[config.mk]
export PLATFORM = sky130hd
export DESIGN_NAME = sync_data_memory
export DESIGN_NICKNAME = d
export VERILOG_FILES = /design/src/rtl/mem_pkg.sv /design/src/rtl/sync_data_memory_rd_pipe.sv /design/src/rtl/sync_data_memory.sv
export SDC_FILE = /design/constraint.sdc
export NUM_CORES = 1
export LEC_CHECK = 0
export CAP_MARGIN = 20
export CORE_MARGIN = 2
export CORE_UTILIZATION = 45
export CTS_CLUSTER_DIAMETER = 30
export DETAILED_ROUTE_END_ITERATION = 8
export GPL_TIMING_DRIVEN = 0
export PLACE_DENSITY_LB_ADDON = 0.12
export SLEW_MARGIN = 20
export SYNTH_ARGS = -nofsm -noshare
export SYNTH_HDL_FRONTEND = slang
export SYNTH_SLANG_ARGS = --single-unit
[constraint.sdc]
create_clock -name clk -period 3 [get_ports clk]
set_clock_uncertainty 0.05 [all_clocks]
set_input_delay 0.75 -clock clk [delete_from_list [all_inputs] [get_ports clk]]
set_output_delay 0.75 -clock clk [all_outputs]
set_load 0.02 [all_outputs]
[src/rtl/mem_pkg.sv]
// mem_pkg: shared types and helpers for sync_data_memory.
//   state_e      : controller state (clear sweep or normal service)
//   RD_LAT_MIN/MAX: legal range of the read-latency parameter
//   be_to_mask() : expands one byte-enable bit into an 8-bit write mask
package mem_pkg;

   typedef enum logic [0:0] {
      ST_CLEAR = 1'b0,
      ST_RUN   = 1'b1
   } state_e;

   localparam int RD_LAT_MIN = 1;
   localparam int RD_LAT_MAX = 4;

   // One enable bit covers one byte lane of the word.
   function automatic logic [7:0] be_to_mask(input logic be);
      return {8{be}};
   endfunction

endpackage

[src/rtl/sync_data_memory_rd_pipe.sv]
// rd_pipe: read-response delay line of RD_LAT stages.
//   clk, rst_n        : clock, asynchronous active-low reset (flushes the pipe)
//   valid_i/data_i/err_i : response launched at the accepting edge
//   valid_o/data_o/err_o : response after RD_LAT stages; data/err hold
//                          their last value while no response is present
module rd_pipe #(
   parameter int DATA_W = 32,
   parameter int RD_LAT = 1
) (
   input  logic              clk,
   input  logic              rst_n,
   input  logic              valid_i,
   input  logic [DATA_W-1:0] data_i,
   input  logic              err_i,
   output logic              valid_o,
   output logic [DATA_W-1:0] data_o,
   output logic              err_o
);

   logic [RD_LAT-1:0] valid_q;
   logic [RD_LAT-1:0] err_q;
   logic [DATA_W-1:0] data_q [RD_LAT];

   // Shift stages; payload only moves together with a valid bit so the
   // last stage keeps the previous response during bubbles.
   always_ff @(posedge clk or negedge rst_n) begin
      if (!rst_n) begin
         valid_q <= '0;
         err_q   <= '0;
         for (int i = 0; i < RD_LAT; i++) begin
            data_q[i] <= '0;
         end
      end else begin
         valid_q[0] <= valid_i;
         if (valid_i) begin
            data_q[0] <= data_i;
            err_q[0]  <= err_i;
         end
         for (int i = 1; i < RD_LAT; i++) begin
            valid_q[i] <= valid_q[i-1];
            if (valid_q[i-1]) begin
               data_q[i] <= data_q[i-1];
               err_q[i]  <= err_q[i-1];
            end
         end
      end
   end

   assign valid_o = valid_q[RD_LAT-1];
   assign data_o  = data_q[RD_LAT-1];
   assign err_o   = err_q[RD_LAT-1];

endmodule

[src/rtl/sync_data_memory.sv]
// sync_data_memory: synchronous data memory with valid/ready request port,
// fixed read latency, byte enables and a hardware clear sweep after reset.
//   clk, rst_n      : clock, asynchronous active-low reset
//   clr             : re-run the clear sweep
//   req_valid/ready : request handshake (accept = valid && ready)
//   req_we, req_addr, req_wdata, req_be : request fields
//   rsp_valid, rsp_rdata, rsp_err       : read response, RD_LAT cycles later
//   init_done       : array contents are defined (sweep finished)
module sync_data_memory
   import mem_pkg::*;
#(
   parameter int DATA_W = 32,
   parameter int DEPTH  = 32,
   parameter int ADDR_W = $clog2(DEPTH),
   parameter int RD_LAT = 1
) (
   input  logic                clk,
   input  logic                rst_n,
   input  logic                clr,
   input  logic                req_valid,
   output logic                req_ready,
   input  logic                req_we,
   input  logic [ADDR_W-1:0]   req_addr,
   input  logic [DATA_W-1:0]   req_wdata,
   input  logic [DATA_W/8-1:0] req_be,
   output logic                rsp_valid,
   output logic [DATA_W-1:0]   rsp_rdata,
   output logic                rsp_err,
   output logic                init_done
);

   localparam int                BE_W      = DATA_W / 8;
   localparam logic [ADDR_W:0]   DEPTH_EXT = (ADDR_W + 1)'(DEPTH);
   localparam logic [ADDR_W-1:0] LAST_ADDR = ADDR_W'(DEPTH - 1);

   if (RD_LAT < RD_LAT_MIN || RD_LAT > RD_LAT_MAX) begin : g_bad_rd_lat
      $error("sync_data_memory: RD_LAT out of legal range");
   end

   state_e              state_q;
   logic [ADDR_W-1:0]   cnt_q;
   logic                req_ready_q;
   logic                init_done_q;
   logic [DATA_W-1:0]   mem_q [DEPTH];

   logic                accept_s;
   logic                addr_ok_s;
   logic                wr_en_s;
   logic                rd_en_s;
   logic [DATA_W-1:0]   wmask_s;
   logic [DATA_W-1:0]   rd_word_s;

   assign accept_s  = req_valid & req_ready_q;
   // Non-power-of-two DEPTH leaves part of the address space unbacked.
   assign addr_ok_s = ({1'b0, req_addr} < DEPTH_EXT);
   assign wr_en_s   = accept_s & req_we & addr_ok_s;
   assign rd_en_s   = accept_s & ~req_we;

   // Expand byte enables into a per-bit write mask.
   always_comb begin
      wmask_s = '0;
      for (int b = 0; b < BE_W; b++) begin
         wmask_s[8*b +: 8] = be_to_mask(req_be[b]);
      end
   end

   // Read word for the response; out-of-range reads return zero.
   always_comb begin
      if (addr_ok_s) begin
         rd_word_s = mem_q[req_addr];
      end else begin
         rd_word_s = '0;
      end
   end

   // Clear-sweep / run controller with registered handshake outputs.
   always_ff @(posedge clk or negedge rst_n) begin
      if (!rst_n) begin
         state_q     <= ST_CLEAR;
         cnt_q       <= '0;
         req_ready_q <= 1'b0;
         init_done_q <= 1'b0;
      end else begin
         case (state_q)
            ST_CLEAR: begin
               if (clr) begin
                  cnt_q <= '0;
               end else if (cnt_q == LAST_ADDR) begin
                  state_q     <= ST_RUN;
                  cnt_q       <= '0;
                  req_ready_q <= 1'b1;
                  init_done_q <= 1'b1;
               end else begin
                  cnt_q <= cnt_q + ADDR_W'(1);
               end
            end
            ST_RUN: begin
               if (clr) begin
                  state_q     <= ST_CLEAR;
                  cnt_q       <= '0;
                  req_ready_q <= 1'b0;
                  init_done_q <= 1'b0;
               end
            end
            default: begin
               state_q     <= ST_CLEAR;
               cnt_q       <= '0;
               req_ready_q <= 1'b0;
               init_done_q <= 1'b0;
            end
         endcase
      end
   end

   // Storage array: zeroed by the sweep, byte-masked writes in RUN.
   always_ff @(posedge clk) begin
      if (state_q == ST_CLEAR) begin
         mem_q[cnt_q] <= '0;
      end else if (wr_en_s) begin
         mem_q[req_addr] <= (mem_q[req_addr] & ~wmask_s) | (req_wdata & wmask_s);
      end
   end

   rd_pipe #(
      .DATA_W (DATA_W),
      .RD_LAT (RD_LAT)
   ) u_rd_pipe (
      .clk     (clk),
      .rst_n   (rst_n),
      .valid_i (rd_en_s),
      .data_i  (rd_word_s),
      .err_i   (~addr_ok_s),
      .valid_o (rsp_valid),
      .data_o  (rsp_rdata),
      .err_o   (rsp_err)
   );

   assign req_ready = req_ready_q;
   assign init_done = init_done_q;

endmodule

### Word level (Yosys, flattened, before mapping)

Memory sizes are Yosys's and may differ from the RTL's.
Cells that the tools add are included.

| storage, ports and cells | value |
|---|---|
| bits in registers | 40 |
| memory bits (writable) | 1,024 |
| output and inout port bits | 36 |
| memories kept | 1 |

Memory list:

| name | depth | bits a word | rd ports | clocked after memory_dff | write ports | line | RTL |
|---|---|---|---|---|---|---|---|
| mem_q | 32 | 32 | 1 | 0 | 1 | sync_data_memory.sv:44 | `logic [DATA_W-1:0] mem_q [DEPTH];` |

| operators by class | value |
|---|---|
| add/sub/neg operators | 1 |
| equal/unequal tests | 4 |
| mux-type cells | 19 |
| bitwise logic cells | 9 |
| reduce and logical (&&, ||, !) cells | 2 |

Operators by type and width:

| operator | number |
|---|---|
| AND 32 bit | 2 |
| two-way mux 32 bit | 1 |
| NOT 32 bit | 1 |
| bitwise OR 32 bit | 1 |
| OR reduction 32 bit | 1 |
| two-way mux 5 bit | 4 |
| two-way mux 1 bit | 11 |
| one-hot mux 5 bit (2 select lines) | 1 |
| inequality test 2 bit (second input constant) | 3 |
| adder 5 x 1 -> 5 bit (second input constant) | 1 |
| == test 5 bit (second input constant) | 1 |
| one-hot mux 1 bit (2 select lines) | 2 |
| AND 1 bit | 3 |
| AND reduction 3 bit | 1 |
| NOT 1 bit | 2 |

### Logic depth before layout (Yosys ltp)

Gate-level depths: netlist of the first run.

| depth | value |
|---|---|
| word-level depth | 7 |
| mapped depth | 8 |

### Cells and area by module

Synthesis of the first run repeated with hierarchy kept, for this count alone.

| unflattened totals | value |
|---|---|
| cells, all modules | 2,370 |
| area total of the unflattened synthesis | 42,243.0 um2 |

By module, submodules not included:

| module | times used | cells each | area an instance (um2) | seq. area each (um2) |
|---|---|---|---|---|
| sync_data_memory | 1 | 2,299 | 40,836.7 | 30,924.7 |
| rd_pipe | 1 | 71 | 1,406.3 | 850.8 |

### Worst setup path after synthesis of the first run

No wires, ideal clock.

| path | value |
|---|---|
| path type | input port to flip-flop |
| start | input port req_addr[0] |
| end | memory mem_q[0][0] (enable) |
| setup time | 421 ps |
| data arrival time | 2,968 ps |
| required time | 2,529 ps |
| path slack | -439 ps |
| cell stages on the path | 6 |
| buffers on the path | 3 |
| cells stage by stage | buf_4 -> buf_4 -> buf_4 -> nor2_1 -> a22oi_1 -> nor2_1 |

| on the way | value |
|---|---|
| cells in the longest elaborated chain, start to end | 1 |

Ends and longest elaborated chain:

| item | line | RTL |
|---|---|---|
| start, declared | sync_data_memory.sv:23 | `input logic [ADDR_W-1:0] req_addr,` |
| two-way mux 5 bit (no source line) | - |  |
| end, declared | sync_data_memory.sv:44 |  |

No other way between the ends.

### Final worst setup path of the first run

| path | value |
|---|---|
| start | input port req_addr[3] |
| end | memory mem_q[9][30], data pin |

| on the way | value |
|---|---|
| cells in the longest elaborated chain, start to end | 4 |

Ends and longest elaborated chain:

| item | line | RTL |
|---|---|---|
| memory (32 x 32 bit) | - |  |
| AND 32 bit | sync_data_memory.sv:120 | `mem_q[req_addr] <= (mem_q[req_addr] & ~wmask_s) \| (req_wdata & wmask_s);` |
| bitwise OR 32 bit | sync_data_memory.sv:120 |  |
| two-way mux 32 bit (no source line) | - |  |

No other way between the ends.

==> flow_summary.ini, run 1 <==
[clock_tree]
cts.clk_slew.worst_paths_ns = 0.05
cts_tree = yes
cts_buffers = 196
root_buffer = clkbuf_16
insertion_delay_ns = 0.77
clock_path_buffers = 3
clkSinkCount = 1064
htreeDepth = 4

[synth]
post-synth-top-count-cell = edfxtp_1
yosysTopAreaCell = edfxtp_1
syn_area_mm2 = 0.0421
synthCells = 2368
synthFlopType = edfxtp_1
yosys-top-cells-count = 1,024 x edfxtp_1, 514 x mux2i_1, 257 x a22oi_1, 165 x a21oi_1, 50 x buf_2
ys_warn_count = 0
synth_top_area_frac = 0.731
ys_async_sr_fraction = 0.0376
synth-seq-area-share = 0.755
synth_nets = 2416
synth_area_leaders = edfxtp_1 73%, mux2i_1 12%, a22oi_1 4.6%
avgSynthCellArea_um2 = 17.8
synth_seq_cells = 1064
synth-edff-count = 1024
synth_cell_types = 36

[worst_setup_path]
critPathMaxFanout = 16
path_cells = clkdlybuf4s50_1 > or2_2 > clkbuf_1 > clkbuf_4 > a21oi_2 > nor4_4 > o21a_4
end_kind = flip-flop
crit_family = buffers and inverters
path_buf_inv = 3
crit_path_top_delay_cell = clkdlybuf4s50_1
worstPathRequired_ns = 3.50
worst-endpoint-arrival_ns = 3.50
critical_path_class = input port to flip-flop
cpPeakStageDelay_ns = 0.70
worstSetupStartpointType = input port

[placed_design]
dp_cells = 3753
portBuffers = 75
place_congestion = 0.833
dp_hpwl_mm = 84.0

[worst_hold_path]
min_path_type = flip-flop to flip-flop

[floorplan]
fp.dieArea_mm2 = 0.0960
die_h_um = 310
die_x_um = 310
rows = 112
core_area_mm2 = 0.0930
ios = 82
initial_core_util = 0.452

[timing]
min_period_over_period = 0.998
slew_headroom = 0.180
slew_viol_final = 0
whs_ns = 0.456
rsz0062_at_grt = no
fin_crit_ns = 3.00
finalHoldViolations = 0
setup_viol = 0
fmax_ghz = 0.334
tightest_slew_ns = 1.23

[global_routing]
grt_first_pass_wirelength_mm = 182
antenna_found_initial = 7
met3_usage = 0.0613
grt_start_max_net_pins = 41
use_met2 = 0.440
grt.total_usage = 0.275
overflow = 0
grt.busiest_layer = met2
use_met1 = 0.373
grt_pass1_vias = 24700

[outcome]
outcome = completed

[power]
powerDensity_mw_per_mm2 = 752
p_total_w = 0.0409
peakVddDrop_mv = 0.442
p_leak_nw = 21.3

[flow_run]
maxCapViolCount = 0

[layout]
syn_to_final_growth_pct = 29.2
fin_cells = 4186
fill_cells = 6947
drive_gt1_frac = 0.262
fin_nets = 2810

[route]
routed_wl_mm = 133
dr.pass1.iters = 5
drtAntennaViolNets = 0
viasPerCell = 5.92
wire_per_inst_um = 31.9
drc_errors = 0
vias = 24800
drtIter0Drc = 3117
[placed cells by master (no fill, tap or decap), drive strengths merged, types with 2 or more instances in the layout]
master	synthesis	routed
nor4	32	32
nor3	2	2
and2	2	2
o21ai	5	5
clkbuf	41	258
o21a	32	58
dlymetal6s2s	0	2
nand2b	6	6
clkdlybuf4s50	0	71
nand3b	4	4
nand3	2	2
nor2b	2	2
dfrtp	40	40
buf	103	197
a31oi	2	2
bufinv	0	25
mux2i	514	514
ha	2	2
edfxtp	1024	1024
nand4	2	2
nor2	43	43
a22oi	257	257
clkinv	1	84
inv	34	60
clkinvlp	0	17
a21oi	165	165
nand2	13	13
mux2	32	32
[power by group]
group	switching, W	total (W)	internal, W
Combinational	0.00145	0.00228	0.000833
Clock	0.00775	0.0222	0.0144
Sequential	0.0000916	0.0164	0.0163
Total	0.00929	0.0409	0.0316
[final timing paths]
| kind | startpoint | to | slack [ns] | cells past startpoint |
|---|---|---|---|---|
| max in group asynchronous | rst_n | u_rd_pipe.data_o[15] | 1.86 | 2 |
| worst max-delay path | req_addr[3] | mem_q[9][30] | 0.005 | 7 |
| min in group asynchronous | rst_n | u_rd_pipe.data_o[31] | 0.53 | 2 |
| worst min-delay path | u_rd_pipe.data_o[22] | u_rd_pipe.data_o[22] | 0.46 | 1 |
| worst min register to register | u_rd_pipe.data_o[22] | u_rd_pipe.data_o[22] | 0.46 | 1 |
| worst max register to register | init_done | mem_q[8][10] | 0.10 | 6 |
[through the flow]
stage	setup slack, ns	util	setup TNS [ns]	instance area (µm²)
3_5_place_dp	-2.17	0.494	-2523.50	46000
3_3_place_gp	-3.30	0.477	-4923.29	44400
4_1_cts	-0.0393	0.577	-0.619	53700
2_1_floorplan	-0.439	-	-411.91	42100
6_report	0.00493	0.584	0	54300
5_1_grt	0.00444	0.584	0	54300
[cell families after synthesis]
kind of cell / after synthesis / share of synthesized area
flip-flops: 1064 / 0.755
multiplexers: 546 / 0.131
AO/OA/AOI/OAI: 464 / 0.0727
buffers and inverters: 179 / 0.0231
AND/OR/NAND/NOR: 112 / 0.0181
adder cells (fa/ha/maj): 2 / 0.000595
other: 1 / 0.0000891
[repair_timing]
action | CTS | global route
hold endpoints to repair | 24 | 0
setup buffers | 4 | 34
resized for setup | 187 | 46
pin swaps | 4 | 14
hold buffers | 1 | 0
cloned | 17 | 9
endpoints found under the setup margin | 1366 | 991
[layout make-up]
| class | instances | area (µm²) | area share |
|---|---|---|---|
| antenna | 1 | 2.50 | 0.0000460 |
| multi-input combinational | 1151 | 10700 | 0.197 |
| timing repair buffer | 170 | 2470 | 0.0454 |
| clock inverter | 151 | 1730 | 0.0318 |
| buffer | 144 | 933 | 0.0172 |
| sequential | 1064 | 31800 | 0.584 |
| tap | 1254 | 1570 | 0.0289 |
| clock buffer | 216 | 5050 | 0.0930 |
| inverter | 35 | 131 | 0.00242 |
[worst reg2reg max path, delay by kind of cell, from the launching register on]
| family | cells | cell delay, ns |
|---|---|---|
| and+or+nand+nor | 3 | 1.21 |
| buffers and inverters | 2 | 0.48 |
| DFF | 1 | 0.44 |
| AOI/OAI and AO/OA | 1 | 0.39 |
[per-layer routing]
metal / wire, µm / vias up
met4: 3880 / 2
met3: 12000 / 231
met5: 13 / -
met1: 54600 / 12900
li1: - / 10400
met2: 63000 / 1218
[sequential cells by signal, indices dropped and copies added (netlist names)]
signal,count
init_done,1
u_rd_pipe.data_o,32
cnt_q,5
u_rd_pipe.valid_o,1
mem_q,1024
state_q,1
Note: power is estimated with default switching activity, not from simulation.
==> inputs of run 2 (changes only) <==
==> constraint.sdc (replaced) <==
create_clock -name clk -period 3.3 [get_ports clk]
set_clock_uncertainty 0.05 [all_clocks]
set_input_delay 0.825 -clock clk [delete_from_list [all_inputs] [get_ports clk]]
set_output_delay 0.825 -clock clk [all_outputs]
set_load 0.02 [all_outputs]
==> flow_summary.ini, run 2 (synthesis results as in run 1) <==
[placed_design]
dp_hpwl_mm = 84.0
place_congestion = 0.833
dp_cells = 3753
pre_cts_slack_ns = -1.95
portBuffers = 75

[floorplan]
ios = 82
fp.dieArea_mm2 = 0.0960
initial_core_util = 0.452
core_area_mm2 = 0.0930
rows = 112
die_h_um = 310
die_x_um = 310

[worst_hold_path]
min_path_type = input port to async pin

[worst_setup_path]
worst-endpoint-arrival_ns = 3.78
end_kind = flip-flop
cpPeakStageDelay_ns = 0.71
crit_path_top_delay_cell = clkbuf_1
path_buf_inv = 2
regToRegSetupSlack_ns = 0.36
r2r.worst_path.cells = 5
critical_path_class = input port to flip-flop
worstSetupStartpointType = input port
critPathMaxFanout = 33
r2r-start = init_done
worstPathRequired_ns = 3.76
path_cells = clkdlybuf4s50_1 > nand2_1 > clkbuf_1 > a21oi_1 > nor4_4 > o21a_4
crit_family = buffers and inverters
critPathLaunch = req_addr[4]
rr_endpoint = mem_q[31][11]

[layout]
final_cell_mix = 1,024 x edfxtp_1, 514 x mux2i_1, 256 x a22oi_1
final_common_cell = edfxtp_1
syn_to_final_growth_pct = 27.1
largest-register = mem_q
fin_nets = 2757
fill_cells = 7036
drive_gt1_frac = 0.243
fin_cells = 4138
multi_input_area_mm2 = 0.0103
largest_register_ffs = 1024
seqCellArea_mm2 = 0.0318

[global_routing]
grt.total_usage = 0.264
grt_first_pass_wirelength_mm = 176
overflow = 0
grt_pass1_vias = 24200
antenna_found_initial = 6
grt_start_max_net_pins = 41

[timing]
fmax_ghz = 0.302
setup_slack_ns = -0.0167
min_period_over_period = 1.01
setup_viol = 22
finalHoldViolations = 0
slew_viol_final = 0
tightest_slew_ns = 1.45
fin_crit_ns = 3.32
slew_headroom = 0.0348
tns_ns = -0.195

[route]
routed_wl_mm = 128
drtAntennaViolNets = 0
vias = 24300
viasPerCell = 5.87
drtIter0Drc = 2794
dr.pass1.iters = 6
wire_per_inst_um = 30.9
drc_errors = 0

[clock_tree]
cts_buffers = 196
insertion_delay_ns = 0.77
clkSinkCount = 1064
htreeDepth = 4
root_buffer = clkbuf_16
cts_tree = yes
clock_path_buffers = 3
cts.clk_slew.worst_paths_ns = 0.05

[outcome]
failed_checks = negative setup slack
outcome = complete, but fails checks

[power]
p_total_w = 0.0370
powerDensity_mw_per_mm2 = 692
p_leak_nw = 21.0
peakVddDrop_mv = 0.403

[flow_run]
maxCapViolCount = 0
-- run 2: changes by cell type in the layout (fill, tap and decap cells not counted), sizes merged, moves of 2 or more --
cell,before,now
clkbuf,258,256
buf,197,164
clkdlybuf4s50,71,74
dlymetal6s2s,2,0
o21a,58,41
diode,1,6
-- run 2: worst max path at each step --
stage	end	slack, ns	cells past startpoint
4_1_cts	mem_q[31][1]	-0.02	8
6_report	mem_q[18][31]	-0.02	6
5_1_grt	mem_q[25][21]	-0.06	8
2_1_floorplan	mem_q[0][0]	-0.21	6
3_5_place_dp	mem_q[13][30]	-1.95	7
3_3_place_gp	mem_q[11][12]	-3.07	6
-- run 2: final cells by class --
| type | count | area share |
|---|---|---|
| sequential | 1064 | 0.594 |
| multi-input combinational | 1134 | 0.192 |
| clock buffer | 216 | 0.0945 |
| timing repair buffer | 134 | 0.0391 |
| clock inverter | 151 | 0.0324 |
| tap | 1254 | 0.0293 |
| buffer | 144 | 0.0165 |
| inverter | 35 | 0.00246 |
| antenna | 6 | 0.000281 |
-- run 2: routing by layer --
| layer | vias to the layer above | wire length, µm | track usage | part of all wire |
|---|---|---|---|---|
| met3 | 202 | 10600 | 0.0525 | 0.083 |
| met1 | 12700 | 52300 | 0.357 | 0.41 |
| met5 | - | 13 | 0 | 0.00010 |
| met2 | 1052 | 61600 | 0.432 | 0.48 |
| met4 | 2 | 3140 | 0.0825 | 0.025 |
| li1 | 10300 | - | - | - |
-- run 2: repair_timing --
action | 4_1_cts | 5_1_grt
hold buffers | 0 | 0
resized for setup | 105 | 58
cloned | 0 | 9
endpoints found under the setup margin | 1090 | 963
pin swaps | 1 | 1
buffers inserted | 2 | 1
-- run 2: through the flow --
step                 util  hold WS [ns]  area, µm²
floorplan               -         0.479      42100
global placement    0.477         0.440      44400
detailed placement  0.494         0.450      46000
CTS                 0.571        0.0404      53100
global route        0.575        0.0793      53500
finish              0.575        0.0472      53500
-- run 2: power by group --
part / internal [W] / leakage (nW) / switching [W] / total, W
registers: 0.0148 / 11.9 / 0.0000823 / 0.0149
logic: 0.000703 / 5.80 / 0.00124 / 0.00194
clock network: 0.0131 / 3.27 / 0.00705 / 0.0202
